===== config.mk =====
export PLATFORM = sky130hd
export DESIGN_NAME = mem_burst_master
export DESIGN_NICKNAME = d
export VERILOG_FILES = /design/src/rtl/mem_pkg.sv /design/src/rtl/mem_word_buf.sv /design/src/rtl/mem_burst_master.sv
export SDC_FILE = /design/constraint.sdc
export NUM_CORES = 1
export LEC_CHECK = 0
export ABC_AREA = 1
export CORE_ASPECT_RATIO = 1.75
export CORE_MARGIN = 10
export CORE_UTILIZATION = 60
export CTS_CLUSTER_SIZE = 40
export DETAILED_ROUTE_END_ITERATION = 10
export GPL_TIMING_DRIVEN = 0
export PLACE_DENSITY_LB_ADDON = 0.12
export SETUP_SLACK_MARGIN = 0.15
export SLEW_MARGIN = 40
export SYNTH_ARGS = -nofsm -noshare
export SYNTH_HDL_FRONTEND = slang
export SYNTH_SLANG_ARGS = --single-unit

===== constraint.sdc =====
create_clock -name i_clk -period 4.2 [get_ports i_clk]
set_input_delay 0.63 -clock i_clk [delete_from_list [all_inputs] [get_ports i_clk]]
set_output_delay 0.63 -clock i_clk [all_outputs]
set_load 0.02 [all_outputs]

===== src/rtl/mem_pkg.sv =====
// ---------------------------------------------------------------------------
// mem_pkg
// Shared types and helpers for the word-addressed memory burst master.
//   access_size_e : host command size encoding (1/4/8/16 words)
//   mst_state_e   : burst master FSM states
//   words_of()    : word count carried by a command size
//   MEM_WORD_BYTES: byte stride between consecutive memory words
// ---------------------------------------------------------------------------
package mem_pkg;

  localparam int MEM_WORD_BYTES = 4;

  typedef enum logic [1:0] {
    AS_1  = 2'b00,
    AS_4  = 2'b01,
    AS_8  = 2'b10,
    AS_16 = 2'b11
  } access_size_e;

  typedef enum logic [2:0] {
    ST_IDLE,
    ST_RD_ISSUE,
    ST_RD_WAIT,
    ST_RD_CAPT,
    ST_WR
  } mst_state_e;

  // Number of words moved by a command of the given size.
  function automatic logic [4:0] words_of(input access_size_e size);
    logic [4:0] n;
    unique case (size)
      AS_1:    n = 5'd1;
      AS_4:    n = 5'd4;
      AS_8:    n = 5'd8;
      default: n = 5'd16;
    endcase
    return n;
  endfunction

endpackage


===== src/rtl/mem_word_buf.sv =====
// ---------------------------------------------------------------------------
// mem_word_buf
// DEPTH x WIDTH word buffer with one synchronous write port and one
// combinational read port. Contents are never cleared.
// Ports:
//   i_clk    clock
//   i_we     write strobe
//   i_widx   write index
//   i_wdata  write data
//   i_ridx   read index
//   o_rdata  read data, combinational from i_ridx
// ---------------------------------------------------------------------------
module mem_word_buf
  import mem_pkg::*;
#(
  parameter int DEPTH = 16,
  parameter int WIDTH = MEM_WORD_BYTES * 8,
  localparam int IDX_W = $clog2(DEPTH)
) (
  input  logic             i_clk,
  input  logic             i_we,
  input  logic [IDX_W-1:0] i_widx,
  input  logic [WIDTH-1:0] i_wdata,
  input  logic [IDX_W-1:0] i_ridx,
  output logic [WIDTH-1:0] o_rdata
);

  logic [WIDTH-1:0] r_mem [DEPTH];

  // Single write port; storage has no reset so buffered data survives
  // both idle periods and a reset of the surrounding controller.
  always_ff @(posedge i_clk) begin
    if (i_we) begin
      r_mem[i_widx] <= i_wdata;
    end
  end

  assign o_rdata = r_mem[i_ridx];

endmodule


===== src/rtl/mem_burst_master.sv =====
// ---------------------------------------------------------------------------
// mem_burst_master
// Initiator for the word-addressed memory. Accepts 1/4/8/16-word read or
// write commands from a host and drives the memory pins. Reads are split
// into sub-bursts of at most SUB_BURST words and land in a read buffer;
// writes are issued as back-to-back single-word accesses from a write buffer.
// Ports:
//   i_clk, i_reset            clock, synchronous active-high reset
//   i_cmd_start/_rd_wr/_size  command strobe, direction (1=read), size code
//   i_cmd_addr                byte address, bits [1:0] ignored
//   o_cmd_ready               IDLE and memory not busy
//   o_cmd_done, o_cmd_err     one-cycle completion / protocol-error pulses
//   i_wbuf_we/_idx/_data      write-buffer load port (IDLE only)
//   i_rbuf_idx, o_rbuf_data   read-buffer combinational read port
//   o_mem_*                   registered memory request pins
//   i_mem_busy, i_mem_data_out memory status and read data
// ---------------------------------------------------------------------------
module mem_burst_master
  import mem_pkg::*;
#(
  parameter int BUF_DEPTH  = 16,
  parameter int SUB_BURST  = 4,
  parameter bit CHECK_BUSY = 1'b1,
  localparam int IDX_W = $clog2(BUF_DEPTH)
) (
  input  logic             i_clk,
  input  logic             i_reset,
  input  logic             i_cmd_start,
  input  logic             i_cmd_rd_wr,
  input  logic [1:0]       i_cmd_size,
  input  logic [31:0]      i_cmd_addr,
  output logic             o_cmd_ready,
  output logic             o_cmd_done,
  output logic             o_cmd_err,
  input  logic             i_wbuf_we,
  input  logic [IDX_W-1:0] i_wbuf_idx,
  input  logic [31:0]      i_wbuf_data,
  input  logic [IDX_W-1:0] i_rbuf_idx,
  output logic [31:0]      o_rbuf_data,
  output logic             o_mem_enable,
  output logic             o_mem_rd_wr,
  output logic [1:0]       o_mem_access_size,
  output logic [31:0]      o_mem_addr,
  output logic [31:0]      o_mem_data_in,
  input  logic             i_mem_busy,
  input  logic [31:0]      i_mem_data_out
);

  mst_state_e       r_state, w_state_next;
  access_size_e     r_size, w_size;
  logic [31:0]      r_base, w_base;
  logic [IDX_W-1:0] r_cnt, w_cnt_next;

  logic             r_mem_enable, r_mem_rd_wr;
  access_size_e     r_mem_as;
  logic [31:0]      r_mem_addr, r_mem_data_in;
  logic             r_cmd_done, r_cmd_err;

  logic             w_en_n, w_rw_n, w_done_n, w_err_n;
  access_size_e     w_as_n;
  logic [31:0]      w_addr_n, w_data_n;

  logic             w_accept, w_last, w_last_in_burst;
  access_size_e     w_burst_as;
  logic             w_wbuf_we, w_rbuf_we;
  logic [31:0]      w_wbuf_rd, w_wr_word;
  logic [1:0]       w_unused_addr_bits;

  assign w_unused_addr_bits = i_cmd_addr[1:0];

  // While idle the command inputs are the live source of size and base so
  // the very first request can be registered on the accepting edge.
  assign w_size = (r_state == ST_IDLE) ? access_size_e'(i_cmd_size) : r_size;
  assign w_base = (r_state == ST_IDLE) ? {i_cmd_addr[31:2], 2'b00} : r_base;

  assign o_cmd_ready = (r_state == ST_IDLE) && !i_mem_busy;
  assign w_accept    = o_cmd_ready && i_cmd_start;

  assign w_last          = (5'(r_cnt) == (words_of(w_size) - 5'd1));
  assign w_last_in_burst = w_last || (((int'(r_cnt) + 1) % SUB_BURST) == 0);
  assign w_burst_as      = (words_of(w_size) == 5'd1) ? AS_1 : AS_4;

  // Next-state and next-pin logic. Pin values are computed for the state
  // being entered and registered, so a request appears on the pins in the
  // cycle right after the decision edge. Read enables are single-cycle:
  // holding enable would abort the memory burst.
  always_comb begin
    w_state_next = r_state;
    w_cnt_next   = r_cnt;
    w_en_n       = 1'b0;
    w_rw_n       = 1'b0;
    w_as_n       = AS_1;
    w_done_n     = 1'b0;
    w_err_n      = 1'b0;
    unique case (r_state)
      ST_IDLE: begin
        if (w_accept) begin
          w_cnt_next = '0;
          w_en_n     = 1'b1;
          if (i_cmd_rd_wr) begin
            w_state_next = ST_RD_ISSUE;
            w_rw_n       = 1'b1;
            w_as_n       = w_burst_as;
          end else begin
            w_state_next = ST_WR;
          end
        end
      end
      ST_RD_ISSUE: begin
        w_state_next = ST_RD_WAIT;
      end
      ST_RD_WAIT: begin
        // The memory must have raised busy after sampling the request.
        if (CHECK_BUSY && !i_mem_busy) begin
          w_done_n     = 1'b1;
          w_err_n      = 1'b1;
          w_state_next = ST_IDLE;
        end else begin
          w_state_next = ST_RD_CAPT;
        end
      end
      ST_RD_CAPT: begin
        if (w_last) begin
          w_done_n     = 1'b1;
          w_state_next = ST_IDLE;
        end else begin
          w_cnt_next = r_cnt + 1'b1;
          if (w_last_in_burst) begin
            w_state_next = ST_RD_ISSUE;
            w_en_n       = 1'b1;
            w_rw_n       = 1'b1;
            w_as_n       = w_burst_as;
          end
        end
      end
      ST_WR: begin
        if (w_last) begin
          w_done_n     = 1'b1;
          w_state_next = ST_IDLE;
        end else begin
          w_cnt_next = r_cnt + 1'b1;
          w_en_n     = 1'b1;
        end
      end
      default: begin
        w_state_next = ST_IDLE;
      end
    endcase
  end

  assign w_addr_n = w_en_n ? (w_base + (32'(w_cnt_next) * 32'(MEM_WORD_BYTES))) : '0;

  // A buffer load in the same cycle as the write command must win, so the
  // incoming word bypasses the buffer when it targets the word being issued.
  assign w_wbuf_we = i_wbuf_we && (r_state == ST_IDLE);
  assign w_wr_word = (w_wbuf_we && (i_wbuf_idx == w_cnt_next)) ? i_wbuf_data : w_wbuf_rd;
  assign w_data_n  = (w_en_n && !w_rw_n) ? w_wr_word : '0;

  assign w_rbuf_we = (r_state == ST_RD_CAPT) && !i_reset;

  // State, counters and all registered outputs. Reset clears control and
  // pins but leaves buffer contents alone.
  always_ff @(posedge i_clk) begin
    if (i_reset) begin
      r_state       <= ST_IDLE;
      r_cnt         <= '0;
      r_size        <= AS_1;
      r_base        <= '0;
      r_mem_enable  <= 1'b0;
      r_mem_rd_wr   <= 1'b0;
      r_mem_as      <= AS_1;
      r_mem_addr    <= '0;
      r_mem_data_in <= '0;
      r_cmd_done    <= 1'b0;
      r_cmd_err     <= 1'b0;
    end else begin
      r_state       <= w_state_next;
      r_cnt         <= w_cnt_next;
      if (w_accept) begin
        r_size <= w_size;
        r_base <= w_base;
      end
      r_mem_enable  <= w_en_n;
      r_mem_rd_wr   <= w_rw_n;
      r_mem_as      <= w_as_n;
      r_mem_addr    <= w_addr_n;
      r_mem_data_in <= w_data_n;
      r_cmd_done    <= w_done_n;
      r_cmd_err     <= w_err_n;
    end
  end

  assign o_mem_enable      = r_mem_enable;
  assign o_mem_rd_wr       = r_mem_rd_wr;
  assign o_mem_access_size = r_mem_as;
  assign o_mem_addr        = r_mem_addr;
  assign o_mem_data_in     = r_mem_data_in;
  assign o_cmd_done        = r_cmd_done;
  assign o_cmd_err         = r_cmd_err;

  mem_word_buf #(.DEPTH(BUF_DEPTH), .WIDTH(32)) u_rbuf (
    .i_clk   (i_clk),
    .i_we    (w_rbuf_we),
    .i_widx  (r_cnt),
    .i_wdata (i_mem_data_out),
    .i_ridx  (i_rbuf_idx),
    .o_rdata (o_rbuf_data)
  );

  mem_word_buf #(.DEPTH(BUF_DEPTH), .WIDTH(32)) u_wbuf (
    .i_clk   (i_clk),
    .i_we    (w_wbuf_we),
    .i_widx  (i_wbuf_idx),
    .i_wdata (i_wbuf_data),
    .i_ridx  (w_cnt_next),
    .o_rdata (w_wbuf_rd)
  );

endmodule

==> impl_metrics.env <==
export IMPL_status="complete, no violations"
export IMPL_reg2reg_from="r_state[0]$_SDFFE_PP0P_"
export IMPL_area_delta_synth_final_pct=18.1
export IMPL_dp_hpwl_mm=107
export IMPL_synth_top_area_share_pct=63.8
export IMPL_final_nets=4704
export IMPL_avgRoutedWirePerCell_um=26.6
export IMPL_intPower_uw=18500
export IMPL_worst_path_stages=8
export IMPL_clk_pin_slew_worst_paths_ns=0.07
export IMPL_crit_start="i_rbuf_idx[0]"
export IMPL_crit_path_top_delay_cell="clkdlybuf4s50_1"
export IMPL_synth_async_reset_ratio_pct=0
export IMPL_utilization_pct=71.4
export IMPL_synth_edf_count=1024
export IMPL_pre_cts_ws_ns=-1.12
export IMPL_p_switching_uw=6410
export IMPL_worstPathArrival_ns=3.37
export IMPL_drv_slew=0
export IMPL_layout_setup_ws_ns=0.198
export IMPL_seq_area_frac_synth_pct=68.4
export IMPL_path_max_fanout=10
export IMPL_synth_avg_cell_area_um2=11.5
export IMPL_clock_skew_ns=0.0258
export IMPL_clock_fmax_mhz=250
export IMPL_worst_r2r_cell_count=28
export IMPL_remaining_drc_errors=0
export IMPL_synth_largest_area_cell="edfxtp_1"
export IMPL_die_w_um=234
export IMPL_rows=137
export IMPL_cts_tree="done"
export IMPL_drt_iter0_markers=3810
export IMPL_hold_worst_slack_ns=0.404
export IMPL_holdCritStartpoint="i_reset"
export IMPL_cts_sinks=1134
export IMPL_post_route_period_util_pct=95.3
export IMPL_required_ns=3.57
export IMPL_core_area_um2=79700
export IMPL_port_buffers=208
export IMPL_hold_viol=0
export IMPL_ys_flop_type="edfxtp_1"
export IMPL_routed_wl_mm=152
export IMPL_cp_common_cell="clkbuf_2"
export IMPL_htreeDepth=3
export IMPL_layout_common_cells="edfxtp_1 (1024), nand3_1 (669), inv_1 (663)"
export IMPL_grt_overflow=0
export IMPL_final_layout_size_suffix_gt1_share_pct=11.3
export IMPL_min_path_cells=2
export IMPL_vias_per_cell=6.12
export IMPL_cp_start_kind="input pin"
export IMPL_place_gp_congestion=0.923
export IMPL_synthesis_area_um2=48200
export IMPL_synthCells=4183
export IMPL_clk_latency_ns=0.71
export IMPL_crit_path_max_incr_delay_ns=0.62
export IMPL_fin_tns_setup_ns=0
export IMPL_vias=35000
export IMPL_leakagePower_uw=0.0222
export IMPL_clock_power_share_pct=36.3
export IMPL_power_frac_comb_pct=13.6
export IMPL_synth_cell_types=48
export IMPL_worstPathCellList="clkbuf_2 > clkbuf_1 > clkbuf_2 > mux2i_1 > o211ai_1 > nand3_1 > nand2_1 > clkdlybuf4s50_1"
export IMPL_max_cap_viol_count=0
export IMPL_setup_viol=0
export IMPL_dieHeight_um=395
export IMPL_switching_share_pct=25.7
export IMPL_crit_type="input pin to primary output"
export IMPL_peakVddDrop_uv=368
export IMPL_antenna_found_initial=14
export IMPL_start_util_pct=60.5
export IMPL_synth_seq_cells=1134
export IMPL_rsz0062_at_grt="false"
export IMPL_grt_max_degree=18
export IMPL_final_common_cell="edfxtp_1"
export IMPL_grt_pass1_vias=34700
export IMPL_tightestPinTransition_ns=0.915
export IMPL_layout_min_cycle_time_ns=4.00
export IMPL_synthTopCellsByArea="edfxtp_1 (64%), nand3_1 (7.0%), inv_1 (5.2%)"
export IMPL_worst_setup_path_end_kind="primary output"
export IMPL_hold_path_class="input pin to flop"
export IMPL_worst_path_buf_inv=4
export IMPL_path_delay_family="buffers and inverters"
export IMPL_die_area_um2=92500
export IMPL_clockRootBuffer="clkbuf_16"
export IMPL_power_density_nw_per_um2=438
export IMPL_cts_buffer_depth=3
export IMPL_design_power_total_uw=24900
export IMPL_grt_pass1_wl_mm=217
export IMPL_grt_use_total_pct=32.2
export IMPL_relSlewSlack_pct=38.8
export IMPL_dr_pass1_iters=7
export IMPL_cts_buffers=96
export IMPL_synth_nets=4304
export IMPL_postRouteAntennaNets=0
export IMPL_power_share_sequential_pct=50.1
export IMPL_ios=215
export IMPL_synth_warnings=0
==> per-layer routing <==
layer / global-route usage [%] / vias to the layer above / routed length (um)
li1: - / 15300 / -
met1: 32.7 / 16800 / 47000
met2: 56.8 / 2195 / 78900
met3: 5.78 / 680 / 12600
met4: 25.7 / 16 / 13100
met5: 0 / - / 120
==> worst reg2reg max path: cells and delay by family (launching register included) <==
kind | cells | cell delay, ns
flops | 1 | 0.35
compound gates | 3 | 0.41
buf+inv | 7 | 0.91
fa+ha+maj | 1 | 0.32
simple gates | 17 | 1.84
==> final timing paths <==
check / end / slack [ns]
worst max register to register: o_mem_addr[28]$_SDFF_PP0_ / 0.26
worst min register to register: r_base[31]$_SDFFE_PP0P_ / 0.45
worst min-delay path: o_mem_rd_wr$_SDFF_PP0_ / 0.40
worst max-delay path: o_rbuf_data[13] / 0.20
==> cell families (layout without fill, tap and decap cells) <==
family / count (synthesis) / in the layout / share of synthesized area, %
AND/OR/NAND/NOR: 1431 / 1432 / 14.5
flip-flops: 1134 / 1134 / 68.4
buffers and inverters: 930 / 1406 / 7.79
AO/OA/AOI/OAI: 545 / 545 / 6.38
multiplexers: 128 / 128 / 2.66
adder cells (fa/ha/maj): 9 / 9 / 0.249
XOR/XNOR: 5 / 5 / 0.0908
other: 1 / 10 / 0.00778
==> through the flow <==
stage / area (um^2) / std cells
after CTS: 56600 / 5681
final: 56900 / 5711
after global routing: 56900 / 5708
after global placement: 51600 / 5433
after detailed placement: 53200 / 5501
after floorplan: 48200 / 4183
==> power by group through the flow <==
stage / logic (uW) / clock network [uW] / registers (uW)
after floorplan: 1750 / 0 / 12800
after global placement: 3090 / 0 / 12700
after detailed placement: 3200 / 0 / 12700
after CTS: 3250 / 9050 / 12500
after global routing: 3580 / 9540 / 12500
final: 3390 / 9050 / 12500
==> flip-flops by register name, indices dropped and copies added, names as in the netlist, 2 cells and up <==
| register | count |
|---|---|
| r_base | 32 |
| o_mem_data_in | 32 |
| r_cnt | 4 |
| u_wbuf.r_mem | 512 |
| u_rbuf.r_mem | 512 |
| r_state | 3 |
| o_mem_addr | 32 |
| r_size | 2 |
==> synthesized netlist by cell type (3+ instances only) <==
library cell,number
nand3b_1,160
nand3_1,674
edfxtp_1,1024
clkbuf_1,91
inv_2,7
buf_6,3
buf_2,111
inv_1,666
nor4_1,3
o21ai_0,217
ha_1,8
mux2i_1,128
nor3_1,10
nor2_4,5
nor2_1,80
nand2_2,6
or2_2,4
buf_1,22
a21oi_1,182
dfxtp_1,110
xor2_1,4
o211ai_1,128
buf_4,27
o21ai_1,9
clkinv_1,3
nand4_1,3
nand2_1,471
==> timing repair <==
| item | in CTS | in global routing |
|---|---|---|
| gates resized for setup | 51 | 54 |
| pin swaps | 5 | 22 |
| setup buffers | 6 | 20 |
| hold buffers | 0 | 0 |
| setup endpoints to repair | 53 | 27 |
| gates cloned | 0 | 1 |
==> area by class of cell <==
| type | instances | area, um^2 |
|---|---|---|
| tap | 1042 | 1300 |
| clock buffer | 127 | 2700 |
| fill | 5541 | 22800 |
| sequential | 1134 | 33000 |
| clock inverter | 48 | 449 |
| buffer | 253 | 1320 |
| inverter | 676 | 2550 |
| antenna | 9 | 22.5 |
| timing repair buffer | 302 | 3670 |
| multi-input combinational | 2120 | 12000 |
Power figures use the tool's default switching activity.
